## src/rtl/dpram_port_arbiter.sv

```systemverilog
// dpram_port_arbiter
//
// Shares port B of a simple dual-port block RAM (1-cycle registered read,
// old data returned on a same-address collision) between two requesters
// using round-robin arbitration and a valid/ready handshake. Read data is
// steered back to the requester that issued the read through a one-deep
// tagged response stage. After reset the block can optionally sweep every
// RAM location with CLEAR_VALUE before it starts accepting traffic.
//
// Ports:
//   clock, rst              single clock, synchronous active-high reset
//   reqN_valid/wren/addr/wrdata   request from client N (N = 0,1)
//   reqN_ready              request accepted this cycle (combinational)
//   reqN_rdvalid/rddata     read response for client N, one cycle after accept
//   ram_address/wrdata/wren drive to RAM port B
//   ram_rddata              registered read data from RAM port B
//   init_done               high once the clear sweep has finished
module dpram_port_arbiter #(
  parameter int                      DATA_WIDTH     = 8,
  parameter int                      ADDR_WIDTH     = 7,
  parameter bit                      CLEAR_ON_RESET = 1'b1,
  parameter logic [DATA_WIDTH-1:0]   CLEAR_VALUE    = '0
) (
  input  logic                  clock,
  input  logic                  rst,

  input  logic                  req0_valid,
  input  logic                  req0_wren,
  input  logic [ADDR_WIDTH-1:0] req0_addr,
  input  logic [DATA_WIDTH-1:0] req0_wrdata,
  output logic                  req0_ready,
  output logic                  req0_rdvalid,
  output logic [DATA_WIDTH-1:0] req0_rddata,

  input  logic                  req1_valid,
  input  logic                  req1_wren,
  input  logic [ADDR_WIDTH-1:0] req1_addr,
  input  logic [DATA_WIDTH-1:0] req1_wrdata,
  output logic                  req1_ready,
  output logic                  req1_rdvalid,
  output logic [DATA_WIDTH-1:0] req1_rddata,

  output logic [ADDR_WIDTH-1:0] ram_address,
  output logic [DATA_WIDTH-1:0] ram_wrdata,
  output logic                  ram_wren,
  input  logic [DATA_WIDTH-1:0] ram_rddata,

  output logic                  init_done
);

  typedef enum logic {
    ST_CLEAR,
    ST_RUN
  } state_t;

  localparam logic [ADDR_WIDTH-1:0] CLEAR_LAST = '1;

  state_t                state;
  state_t                state_next;
  logic [ADDR_WIDTH-1:0] clear_count;
  logic                  last_grant;
  logic                  pend_valid;
  logic                  pend_id;

  logic                  grant_valid;
  logic                  grant_id;
  logic                  run_active;
  logic                  transfer;
  logic                  sel_wren;

  // State register; reset lands in CLEAR or RUN depending on whether a
  // clear sweep is wanted.
  always_ff @(posedge clock) begin
    if (rst) begin
      if (CLEAR_ON_RESET) state <= ST_CLEAR;
      else                state <= ST_RUN;
    end else begin
      state <= state_next;
    end
  end

  // Leave CLEAR right after the write to the last address has been issued.
  always_comb begin
    state_next = state;
    case (state)
      ST_CLEAR: if (clear_count == CLEAR_LAST) state_next = ST_RUN;
      ST_RUN:   state_next = ST_RUN;
      default:  state_next = state;
    endcase
  end

  // Round-robin arbitration: on a tie the requester that did not win last
  // time is served. last_grant resets to 1 so req0 wins the first tie.
  always_comb begin
    grant_valid = 1'b0;
    grant_id    = 1'b0;
    if (req0_valid && req1_valid) begin
      grant_valid = 1'b1;
      grant_id    = ~last_grant;
    end else if (req0_valid) begin
      grant_valid = 1'b1;
      grant_id    = 1'b0;
    end else if (req1_valid) begin
      grant_valid = 1'b1;
      grant_id    = 1'b1;
    end
  end

  // rst masks every handshake output so nothing is accepted or written in
  // the reset cycle, whatever state the register still holds.
  assign run_active = (state == ST_RUN) && !rst;
  assign transfer   = run_active && grant_valid;
  assign sel_wren   = grant_id ? req1_wren : req0_wren;

  assign req0_ready = transfer && !grant_id;
  assign req1_ready = transfer &&  grant_id;

  // RAM port B drive: sweep during CLEAR, otherwise follow the granted
  // requester. With no grant the address idles on req0_addr.
  always_comb begin
    ram_address = req0_addr;
    ram_wrdata  = req0_wrdata;
    ram_wren    = 1'b0;
    if (state == ST_CLEAR) begin
      ram_address = clear_count;
      ram_wrdata  = CLEAR_VALUE;
      ram_wren    = !rst;
    end else begin
      if (grant_valid && grant_id) begin
        ram_address = req1_addr;
        ram_wrdata  = req1_wrdata;
      end
      ram_wren = transfer && sel_wren;
    end
  end

  // Sweep counter, round-robin history and the tagged read-response stage.
  // The RAM's registered read lines up with pend_valid one cycle later.
  always_ff @(posedge clock) begin
    if (rst) begin
      clear_count <= '0;
      last_grant  <= 1'b1;
      pend_valid  <= 1'b0;
      pend_id     <= 1'b0;
    end else begin
      if (state == ST_CLEAR) clear_count <= clear_count + 1'b1;
      if (transfer) begin
        last_grant <= grant_id;
        pend_id    <= grant_id;
      end
      pend_valid <= transfer && !sel_wren;
    end
  end

  // A response pending across a reset is dropped.
  assign req0_rdvalid = pend_valid && !pend_id && !rst;
  assign req1_rdvalid = pend_valid &&  pend_id && !rst;
  assign req0_rddata  = ram_rddata;
  assign req1_rddata  = ram_rddata;

  // RUN is only left through rst, so this stays high until the next reset.
  assign init_done = (state == ST_RUN) && !rst;

endmodule
```

## config.mk

```make
export PLATFORM = sky130hd
export DESIGN_NAME = dpram_port_arbiter
export DESIGN_NICKNAME = d
export VERILOG_FILES = /design/src/rtl/dpram_port_arbiter.sv
export SDC_FILE = /design/constraint.sdc
export NUM_CORES = 1
export LEC_CHECK = 0
export ABC_CLOCK_PERIOD_IN_PS = 1100
export BUFFER_PORTS_ARGS = -buffer_cell sky130_fd_sc_hd__buf_2
export CAP_MARGIN = 20
export CORE_ASPECT_RATIO = 1.5
export CORE_MARGIN = 10
export CORE_UTILIZATION = 34
export DETAILED_ROUTE_END_ITERATION = 8
export HOLD_SLACK_MARGIN = 0.15
export PLACE_DENSITY = 0.73
export SLEW_MARGIN = 10
export SYNTH_ARGS = -nofsm -noshare
export SYNTH_HDL_FRONTEND = slang
export SYNTH_SLANG_ARGS = --single-unit
export TNS_END_PERCENT = 20
```

## constraint.sdc

```tcl
create_clock -name clock -period 1.1 [get_ports clock]
set_input_delay 0.22 -clock clock [delete_from_list [all_inputs] [get_ports clock]]
set_output_delay 0.22 -clock clock [all_outputs]
set_load 0.02 [all_outputs]
```

## Word level (Yosys, flattened, before mapping)

Cells that the tools add are included.

- Bits of input ports: 44
- Bits in registers: 11
- Memories: 0
- Bits in read-only memories: 0
- RAM bits: 0
- Bits in latches: 0

- Shift operators: 0
- Eq/ne operators: 1
- Reductions and logical operators: 16
- Div/mod/pow operators: 0
- Bitwise operators: 2
- $lt $le $gt $ge: 0
- $mul: 0
- Muxes and demuxes: 13
- Add/subtract/negate cells: 1

Operators by type and width:

| kind | count |
|---|---|
| 2-to-1 mux 8 bit | 2 |
| 2-to-1 mux 7 bit | 2 |
| logical AND 1 bit | 12 |
| 2-to-1 mux 1 bit | 8 |
| adder 7 x 1 -> 7 bit (second input constant) | 1 |
| equality test 7 bit (second input constant) | 1 |
| zero test 1 bit | 4 |
| NOT 1 bit | 2 |
| one-hot mux 1 bit (2 select lines) | 1 |

## Depth between registers and ports, before layout

Gate-level depths: netlist of run 1.

- Depth in word-level cells: 6
- Gate-level depth with buffers: 4

## Least setup slack after synthesis of run 1

Ideal clock, no wire load.

- Kind: register to output
- Start point: register last_grant
- End point: output port ram_wrdata[4]
- Path slack: -0.393 ns
- Path buffers: 1
- Data required time: 0.880 ns
- Arrival time: 1.273 ns
- Cell stages (with the launch flop): 5
- Path through: dfxtp_1 -> a21bo_4 -> buf_4 -> nand2_1 -> a21boi_0

- Word-level cells in the longest chain between the ends: 5

Ends and longest elaborated chain:

| item | line | source |
|---|---|---|
| start, declared | 61 | `logic last_grant;` |
| start signal, assigned | 148 | `last_grant <= grant_id;` |
| NOT 1 bit | 99 | `grant_id = ~last_grant;` |
| 2-to-1 mux 1 bit | 97 | `if (req0_valid && req1_valid) begin` |
| logical AND 1 bit | 129 | `if (grant_valid && grant_id) begin` |
| 2-to-1 mux 8 bit | 129 |  |
| 2-to-1 mux 8 bit | 124 | `if (state == ST_CLEAR) begin` |
| end, declared | 44 | `output logic [DATA_WIDTH-1:0] ram_wrdata,` |

No other way between the ends.

## Worst setup path in the final report of run 1

- Start point: register last_grant
- End point: output port ram_address[2]

- Word-level cells in the longest chain between the ends: 5

Ends and longest elaborated chain:

| item | line | source |
|---|---|---|
| NOT 1 bit | 99 |  |
| 2-to-1 mux 1 bit | 97 |  |
| logical AND 1 bit | 129 |  |
| 2-to-1 mux 7 bit | 129 |  |
| 2-to-1 mux 7 bit | 124 |  |
| end, declared | 43 | `output logic [ADDR_WIDTH-1:0] ram_address,` |

No other way between the ends.

==> results by group, run 1 <==
STA
  • Worst setup margin: -514 ps
  • Max Freq: 620 MHz
  • Measured slew at the worst slew-check pin: 339 ps
  • Hold Vio Cnt, Final: 0
  • Setup Viol. Count Final: 25
  • Fin crit period: 1610 ps
  • RSZ-0062 raised after global routing: true
  • Final Cycle Share: 147%
  • Max Slew Vio Count: 0
  • Post-Route Skew: 5.39 ps
  • Max_slew headroom: 77.2%

Route
  • Detailed-route wire length per cell: 15.0 microns
  • Detail Route Antenna Nets: 0
  • DR DRC count: 0
  • Vias per inst: 4.93
  • Initial DRC count: 20
  • DR vias: 1110
  • Router iterations before antenna repair: 4
  • Final WL: 3380 microns

Setup path
  • Worst Path Max Fanout: 3
  • Crit path arrival time: 1390 ps
  • Startpoint types: register
  • Critical Path RT: 880 ps
  • Worst setup EP type: output port
  • Crit Path Class: reg -> out

Place
  • RePlAce Congestion: 0.741
  • Placed Instances: 219
  • IO buf count: 56
  • DP Wirelength: 2600 microns

Logic synthesis
  • Syn Nets: 174
  • Seq/Total Area, Yosys: 23.8%
  • Post-Syn Instances: 129
  • Library cells used by synthesis: 32
  • Synth area leaders: dfxtp_1 24%, buf_4 14%, nand2_1 12%, nor2_1 6.9%, a31oi_1 5.4%
  • Synthesized area: 926 sq um
  • FF+latch count, synth: 11
  • Yosys top cell area share: 23.8%
  • Post-synth top area cell: dfxtp_1
  • Synth Warn #: 0
  • Avg Cell Area, Syn: 7.18 sq um

Floorplanning
  • Die Span Y: 83.9 microns
  • CORE AREA: 2650 sq um
  • Initial Utilization: 35.0%
  • Row Count: 23
  • I/O pin count: 81
  • Die area: 5250 sq um
  • Die W: 62.6 microns

Flow run
  • MaxCap Viol Count: 0

Min path
  • HP Class: in -> reg

Cells and area
  • Nets: 234
  • Fin util: 60.3%
  • Share of layout cells above drive strength 1: 60.6%
  • Diodes inserted: 0
  • P&R area growth vs syn: 72.6%
  • Fill cells: 231
  • Final cell count without fillers: 225

Pwr
  • PD cells: 706 nW/um^2
  • Max IR drop VDD: 447 uV
  • Leak: 0.724 nW

Outcome
  • Status: complete, but fails checks
  • Failing checks: negative setup slack

Clock tree
  • Clock tree buffer depth: 2
  • CTS tree: done
  • Hold buffer count at cts: 0
  • Clock network latency to the later pin of the worst-skew pair: 240 ps
  • CTS buffer count: 3
  • Root Driver: clkbuf_8
  • H-tree depth: 1
  • Sink Count: 11
  • Clk slew on worst S/H paths: 50 ps

Global route
  • Met3 usage: 2.96%
  • GRT overflow: 0
  • Antenna violations before repair: 0
  • GR peak layer: met2
  • Met2 Track Usage GR: 23.8%
  • Largest net degree at the start of global routing: 17
  • Met1 usage: 10.9%
  • Vias in the first global route: 1184
  • Global-route wire length before repair: 5350 microns
  • Total GRT Usage: 12.2%
[synth_stat cells]
cell type  instances
a31o_2             1
xnor2_1            1
a21oi_1            3
o21bai_1           1
and3b_1            1
a31oi_1            8
and4_1             1
nand2b_1           3
nor2_1            17
a21boi_1           2
a21boi_0           6
a311o_1            1
inv_1              1
buf_6              1
nor4_1             1
o22ai_1            1
nand4b_1           2
mux2i_1            2
ha_1               1
buf_2              2
a21boi_4           1
buf_4             17
xor2_1             3
and3_1             1
clkbuf_1           2
or2_2              1
nor2b_1            3
nor3b_1            1
dfxtp_1           11
nand2_1           30
o21ai_0            2
a21bo_4            1
[layout by cell type, fill, tap and decap left out, drive strengths merged, types with 2 or more instances in the layout]
master  count
o21ai       2
nor2       17
nand4b      2
mux2i       2
clkbuf      5
buf        76
a21oi       3
nor2b       3
nand2b      3
xor2        3
a31oi       8
nand2      30
dfxtp      11
a21boi      9
[per-stage QoR]
stage / total power (W) / instance area (sq um) / setup WS (ps) / hold slack, ps / TNS (ps)
after floorplan: 0.000644 / 1050 / -194 / 397 / -3000
after global placement: 0.000678 / 1370 / -277 / 440 / -3900
after detailed placement: 0.000687 / 1370 / -300 / 440 / -4810
after CTS: 0.00110 / 1510 / -515 / 350 / -8190
after global routing: 0.00118 / 1600 / -552 / 334 / -10210
final: 0.00113 / 1600 / -514 / 321 / -8950
[sequential cells by signal, summed over array words and instances (netlist names)]
signal / cells
pend_valid: 1
last_grant: 1
clear_count: 7
pend_id: 1
state: 1
[logic make-up after synthesis]
logic type	synth area share [%]
adder cells (fa/ha/maj)	1.35
multiplexers	2.16
AO/OA/AOI/OAI	21.9
AND/OR/NAND/NOR	29.7
XOR/XNOR	3.78
buffers and inverters	17.3
flip-flops	23.8
[area by class of cell]
type | count | area [sq um] | area share [%]
Clock buffer | 4 | 45.0 | 2.82
Inverter | 1 | 3.75 | 0.235
Multi-Input combinational cell | 95 | 716 | 44.8
Sequential cell | 11 | 226 | 14.2
Tap cell | 37 | 46.3 | 2.90
Timing Repair Buffer | 77 | 561 | 35.1
[critical path, stage by stage, from the launching register on]
cell and delay [ps]:
dfxtp_2 340, a21bo_4 220, and3_1 170, a311o_1 270, buf_2 160
[metal layers]
| layer | vias up | share of wire [%] |
|---|---|---|
| met4 | 0 | 1.7 |
| met5 | - | 0 |
| li1 | 536 | - |
| met1 | 529 | 34 |
| met3 | 9 | 5.8 |
| met2 | 36 | 59 |
[final timing paths]
kind	from	end	slack, ps	cells after the start
max	last_grant	ram_address[2]	-510	4
min	req1_wren	pend_valid	320	3
max reg2reg	state	clear_count[5]	-130	4
min reg2reg	pend_id	pend_id	530	2
[report_power, final]
part | switching (W) | internal, W | total (W)
Combinational | 0.000148 | 0.000158 | 0.000306
Clock | 0.000148 | 0.000254 | 0.000402
Sequential | 0.00000924 | 0.000411 | 0.000420
[repair_timing]
action | in CTS | in global routing
buffers inserted | 1 | 0
resized for setup | 30 | 20
cloned | 0 | 1
endpoints found under the setup margin | 26 | 29
pin swaps | 1 | 4
No activity file was read; power rests on OpenSTA's default activity.
==> run 2, diff against run 1 <==
- ABC_CLOCK_PERIOD_IN_PS: 1100 -> 1700
- CORE_UTILIZATION: 34 -> 37
- PLACE_DENSITY: 0.73 -> 0.76
- clock period: 1.1 -> 1.7 ns (I/O delays scaled with it)
==> results by group, run 2 (synthesis gave the netlist of run 1 again) <==
Place
  • DP Wirelength: 2190 microns (-16%)
  • Placed Instances: 193 (-12%)
  • RePlAce Congestion: 0.739 (-0.20%)
  • Post-DP Area: 1140 sq um (-17%)
  • IO buf count: 56 (unchanged)

Cells and area
  • Most common cell after layout, fill and taps aside: buf_2
  • Most flop-heavy register: clear_count
  • P&R area growth vs syn: 31.5%
  • Nets: 219 (-6.4%)
  • Commonest non-fill, non-tap cells in the layout: 44 x buf_2, 30 x nand2_1, 17 x nor2_1
  • Fill cells: 242 (+4.8%)
  • Max FFs per register: 7 (unchanged)
  • Post-route cell area: 1220 sq um (-24%)
  • Share of layout cells above drive strength 1: 41.6% (-19 points)
  • Diodes inserted: 0 (unchanged)
  • Final cell count without fillers: 197 (-12%)

Setup path
  • Slowest-stage cell, CP: dfxtp_4
  • Max incr delay on CP: 360 ps (+20 ps)
  • Startpoint types: register
  • Crit Path Class: reg -> out
  • Worst setup EP type: output port
  • Critical Path RT: 1360 ps (+480 ps)
  • Critical-path cell list: a21bo_4 -> and3_4 -> a311o_1 -> buf_6
  • Crit path arrival time: 1440 ps (+50 ps)
  • Worst Path Max Fanout: 4 (+1)

Global route
  • Global-route wire length before repair: 4150 microns (-22%)
  • Vias in the first global route: 944 (-20%)
  • GRT overflow: 0 (unchanged)
  • Antenna violations before repair: 0 (unchanged)
  • Largest net degree at the start of global routing: 24 (+7)
  • Total GRT Usage: 10.3% (-1.9 points)

Clock tree
  • Clock network latency to the later pin of the worst-skew pair: 270 ps (+30 ps)
  • CTS buffer count: 3 (unchanged)
  • Clk slew on worst S/H paths: 60 ps (about the same)
  • Root Driver: clkbuf_4
  • CTS tree: done
  • Clock tree buffer depth: 2 (unchanged)
  • Sink Count: 11 (unchanged)
  • Post CTS Setup Buffer Count: 0 (-1)
  • H-tree depth: 1 (unchanged)

STA
  • Max Freq: 562 MHz
  • Max_slew headroom: 77.9% (+0.67 points)
  • Fin crit period: 1780 ps
  • Post-Route Skew: 3.29 ps (-2.10 ps)
  • Final Cycle Share: 105%
  • Fin Setup TNS: -162 ps (+8790 ps)
  • Worst setup margin: -78.4 ps (+435 ps)
  • RSZ-0062 raised after global routing: true
  • Max Slew Vio Count: 0 (unchanged)
  • Hold Vio Cnt, Final: 0 (unchanged)
  • Measured slew at the worst slew-check pin: 328 ps (-11.2 ps)
  • Setup Viol. Count Final: 3 (-88%)

Route
  • Detailed-route wire length per cell: 13.7 microns (-8.7%)
  • Vias per inst: 5.04 (+2.1%)
  • DR vias: 992 (-11%)
  • Final WL: 2700 microns (-20%)
  • Router iterations before antenna repair: 4 (unchanged)
  • Initial DRC count: 24 (+20%)
  • Detail Route Antenna Nets: 0 (unchanged)
  • DR DRC count: 0 (unchanged)

Floorplanning
  • I/O pin count: 81 (unchanged)
  • Die area: 4940 sq um (-5.9%)
  • Initial Utilization: 38.2% (+3.3 points)
  • CORE AREA: 2420 sq um (-8.5%)
  • Die W: 60.8 microns (-2.8%)
  • Row Count: 22 (-4.3%)
  • Die Span Y: 81.3 microns (-3.2%)

Pwr
  • Reg power frac: 46.0% (+8.8 points)
  • Clk pwr share: 30.1% (-5.5 points)
  • Leak: 0.611 nW (-16%)
  • P_int: 0.000429 W (-48%)
  • Combinational share of power: 23.9% (-3.2 points)
  • Net switching power: 0.000159 W (-48%)
  • Sw Ratio: 27.0% (about the same)
  • Max IR drop VDD: 241 uV (-46%)
  • PD cells: 482 nW/um^2 (-32%)

Outcome
  • Status: complete, but fails checks
  • Failing checks: negative setup slack

Min path
  • HP Class: in -> reg

Flow run
  • MaxCap Viol Count: 0 (unchanged)
-- run 2: stage by stage --
stage	power [W]	setup slack (ps)	hold WS [ps]	utilization [%]
5_1_grt	0.000622	-118	408	50.3
6_report	0.000587	-78.4	394	50.3
3_5_place_dp	0.000410	62.2	487	47.0
4_1_cts	0.000592	-78.8	389	48.8
2_1_floorplan	0.000398	87.0	463	-
3_3_place_gp	0.000408	67.4	487	47.0
-- run 2: path summary, 6_finish.rpt --
kind	start	end	slack, ps	cells past startpoint
hold / removal	req1_wren	pend_valid	390	3
setup / recovery	last_grant	ram_address[2]	-80	4
hold reg to reg	pend_id	pend_id	500	2
setup reg to reg	clear_count[0]	clear_count[6]	430	4
-- run 2: critical path: cells and delay by family, from the launching register on --
kind	cells	cell delay (ps)
flip-flops	1	360
AO/OA/AOI/OAI	2	500
buffers and inverters	1	140
AND/OR/NAND/NOR	1	170
-- run 2: power groups by stage --
stage	logic, W	registers (W)	clock network [W]
finish	0.000140	0.000270	0.000177
CTS	0.000136	0.000272	0.000184
detailed placement	0.000133	0.000278	0
floorplan	0.000123	0.000276	0
global route	0.000158	0.000271	0.000194
global placement	0.000131	0.000277	0
-- run 2: metal layers --
metal / vias to the layer above / GRT usage, % / share of wire (%)
met5: - / 0 / 0
li1: 509 / - / -
met1: 429 / 10.9 / 37
met3: 4 / 6.08 / 17
met4: 0 / 3.96 / 1.2
met2: 50 / 16.4 / 45
-- run 2: final cells by class --
cell class	count	area [sq um]	area share (%)
timing repair buffer	62	379	31.1
inverter	1	3.75	0.308
clock buffer	4	26.3	2.16
tap	24	30.0	2.47
sequential	11	224	18.4
multi-input combinational	95	554	45.5
-- run 2: timing repair --
action                     CTS  global route
resized for setup            8            16
pin swaps                    0             6
hold buffers                 0             0
setup endpoints to repair   16            17
==> run 3, diff against run 2 <==
- ABC_CLOCK_PERIOD_IN_PS: 1700 -> 1600
- CORE_UTILIZATION: 37 -> 34
- PLACE_DENSITY: 0.76 -> 0.73
- clock period: 1.7 -> 1.6 ns (I/O delays scaled with it)
==> results by group, run 3 (synthesis gave the netlist of run 1 again) <==
Clock tree
  • Clock network latency to the later pin of the worst-skew pair: 240 ps (-30 ps)
  • Clk slew on worst S/H paths: 50 ps (about the same)
  • Root Driver: clkbuf_8
  • Clock tree buffer depth: 2 (unchanged)
  • Hold buffer count at cts: 0 (unchanged)
  • H-tree depth: 1 (unchanged)
  • Sink Count: 11 (unchanged)
  • CTS tree: done
  • CTS buffer count: 3 (unchanged)

Route
  • Router iterations before antenna repair: 4 (unchanged)
  • Final WL: 2920 microns (+7.9%)
  • Initial DRC count: 80 (+230%)
  • Detail Route Antenna Nets: 0 (unchanged)
  • Detailed-route wire length per cell: 13.7 microns (-0.18%)
  • DR vias: 1014 (+2.2%)
  • Vias per inst: 4.76 (-5.5%)
  • DR DRC count: 0 (unchanged)

STA
  • Fin crit period: 1740 ps
  • Post-Route Skew: 1.81 ps (-1.48 ps)
  • RSZ-0062 raised after global routing: true
  • Max Slew Vio Count: 0 (unchanged)
  • Measured slew at the worst slew-check pin: 320 ps (-8.02 ps)
  • Worst setup margin: -137 ps (-59.0 ps)
  • Setup Viol. Count Final: 16 (+13)
  • Fin Setup TNS: -1180 ps (-1020 ps)
  • Max Freq: 576 MHz
  • Final Cycle Share: 109%
  • Max_slew headroom: 78.4% (+0.54 points)
  • Hold Vio Cnt, Final: 0 (unchanged)

Global route
  • Global-route wire length before repair: 4720 microns (+14%)
  • Antenna violations before repair: 0 (unchanged)
  • Vias in the first global route: 1048 (+11%)
  • GRT overflow: 0 (unchanged)
  • Largest net degree at the start of global routing: 27 (+13%)
  • Total GRT Usage: 10.7% (+0.41 points)

Cells and area
  • Commonest non-fill, non-tap cells in the layout: 40 x buf_2, 30 x nand2_1, 20 x buf_4
  • Most common cell after layout, fill and taps aside: buf_2
  • Most flop-heavy register: clear_count
  • Max FFs per register: 7 (unchanged)
  • Fill cells: 276 (+14%)
  • Nets: 222 (+1.4%)
  • Post-route cell area: 1300 sq um (+6.5%)
  • Diodes inserted: 0 (unchanged)
  • Area of the multi-input gates: 561 sq um (+1.1%)
  • P&R area growth vs syn: 40.0%
  • Share of layout cells above drive strength 1: 44.3% (+2.7 points)
  • Sequential Area: 225 sq um (+0.56%)

Floorplanning
  • Initial Utilization: 35.0% (-3.3 points)
  • Die area: 5250 sq um (+6.3%)
  • Row Count: 23 (+4.5%)
  • CORE AREA: 2650 sq um (+9.3%)
  • I/O pin count: 81 (unchanged)
  • Die W: 62.6 microns (+2.9%)
  • Die Span Y: 83.9 microns (+3.3%)

Setup path
  • Setup crit start: last_grant
  • Worst reg2reg startpoint: clear_count[0]
  • CP Buf/Inv Count: 1 (unchanged)
  • Startpoint types: register
  • Critical Path RT: 1280 ps (-80 ps)
  • Worst path depth: 4 (unchanged)
  • Slowest-stage cell, CP: dfxtp_4
  • Crit path arrival time: 1420 ps (-20 ps)
  • FF-to-FF End: clear_count[6]
  • Crit Path Class: reg -> out
  • Critical-path cell list: a21bo_4 -> and3_1 -> a311o_1 -> buf_2
  • Worst Path Max Fanout: 4 (unchanged)
  • Top Family by Delay on Critical Path: compound AO/OA/AOI/OAI gates
  • Register-to-Register Path Depth: 4 (unchanged)
  • Worst setup EP type: output port
  • Worst Setup EP: ram_address[2]
  • Reg2Reg Setup Slack: 330 ps (-100 ps)
  • Max incr delay on CP: 360 ps (about the same)

Place
  • IO buf count: 56 (unchanged)
  • Post-DP Area: 1160 sq um (+2.1%)
  • DP Wirelength: 2250 microns (+2.7%)
  • RePlAce Congestion: 0.749 (+1.4%)

Min path
  • HP Class: in -> reg

Flow run
  • MaxCap Viol Count: 0 (unchanged)

Pwr
  • PD cells: 564 nW/um^2 (+17%)
  • Leak: 0.637 nW (+4.3%)
  • Max IR drop VDD: 280 uV (+16%)

Outcome
  • Failing checks: negative setup slack
  • Status: complete, but fails checks
run 3: cell count changes in the layout (fill, tap and decap cells not counted), sizes merged:
cell | before | now
buf | 62 | 65
run 3: layer usage:
layer | part of all wire (%) | wire, microns | track usage [%]
met5 | 0 | 0 | 0
met4 | 2.2 | 63 | 7.35
met3 | 7.3 | 213 | 3.76
met2 | 47 | 1360 | 18.3
met1 | 44 | 1280 | 10.6
run 3: how the worst min path moves through the flow:
| stage | startpoint | end | slack (ps) | cells after the start |
|---|---|---|---|---|
| global placement | pend_id | pend_id | 480 | 2 |
| CTS | req0_wren | pend_valid | 400 | 3 |
| floorplan | pend_id | pend_id | 460 | 2 |
| detailed placement | pend_id | pend_id | 490 | 2 |
| finish | req0_wren | pend_valid | 400 | 3 |
| global route | req0_wren | pend_valid | 400 | 3 |
run 3: area by class of cell:
class | instances | area share, %
clock buffers | 4 | 3.47
multi-input cells | 95 | 43.2
inverters | 1 | 0.290
repair buffers | 65 | 32.0
flip-flops and latches | 11 | 17.4
well taps | 37 | 3.57
run 3: what timing repair did:
item / in CTS / in global routing
endpoints found under the setup margin: 17 / 18
resized for setup: 13 / 20
buffers inserted: 1 / 1
pin swaps: 0 / 4
run 3: power breakdown:
part | internal (W) | total (W) | switching [W]
registers | 0.000280 | 0.000288 | 0.00000825
logic | 0.0000819 | 0.000156 | 0.0000743
clock network | 0.000176 | 0.000287 | 0.000111
run 3: metrics by stage:
step | hold slack (ps) | power [W] | utilization (%) | std cells | worst slack [ps]
finish | 397 | 0.000731 | 49.0 | 213 | -137
global route | 403 | 0.000765 | 49.0 | 213 | -202
CTS | 397 | 0.000732 | 46.8 | 212 | -109
detailed placement | 489 | 0.000439 | 43.9 | 207 | 3.01
global placement | 483 | 0.000437 | 43.9 | 207 | 10.2
floorplan | 463 | 0.000423 | - | 129 | 7.03
run 3: worst min-delay path, stage by stage:
cell	delay (ps)
buf_2	70
mux2i_1	70
nor2b_1	130
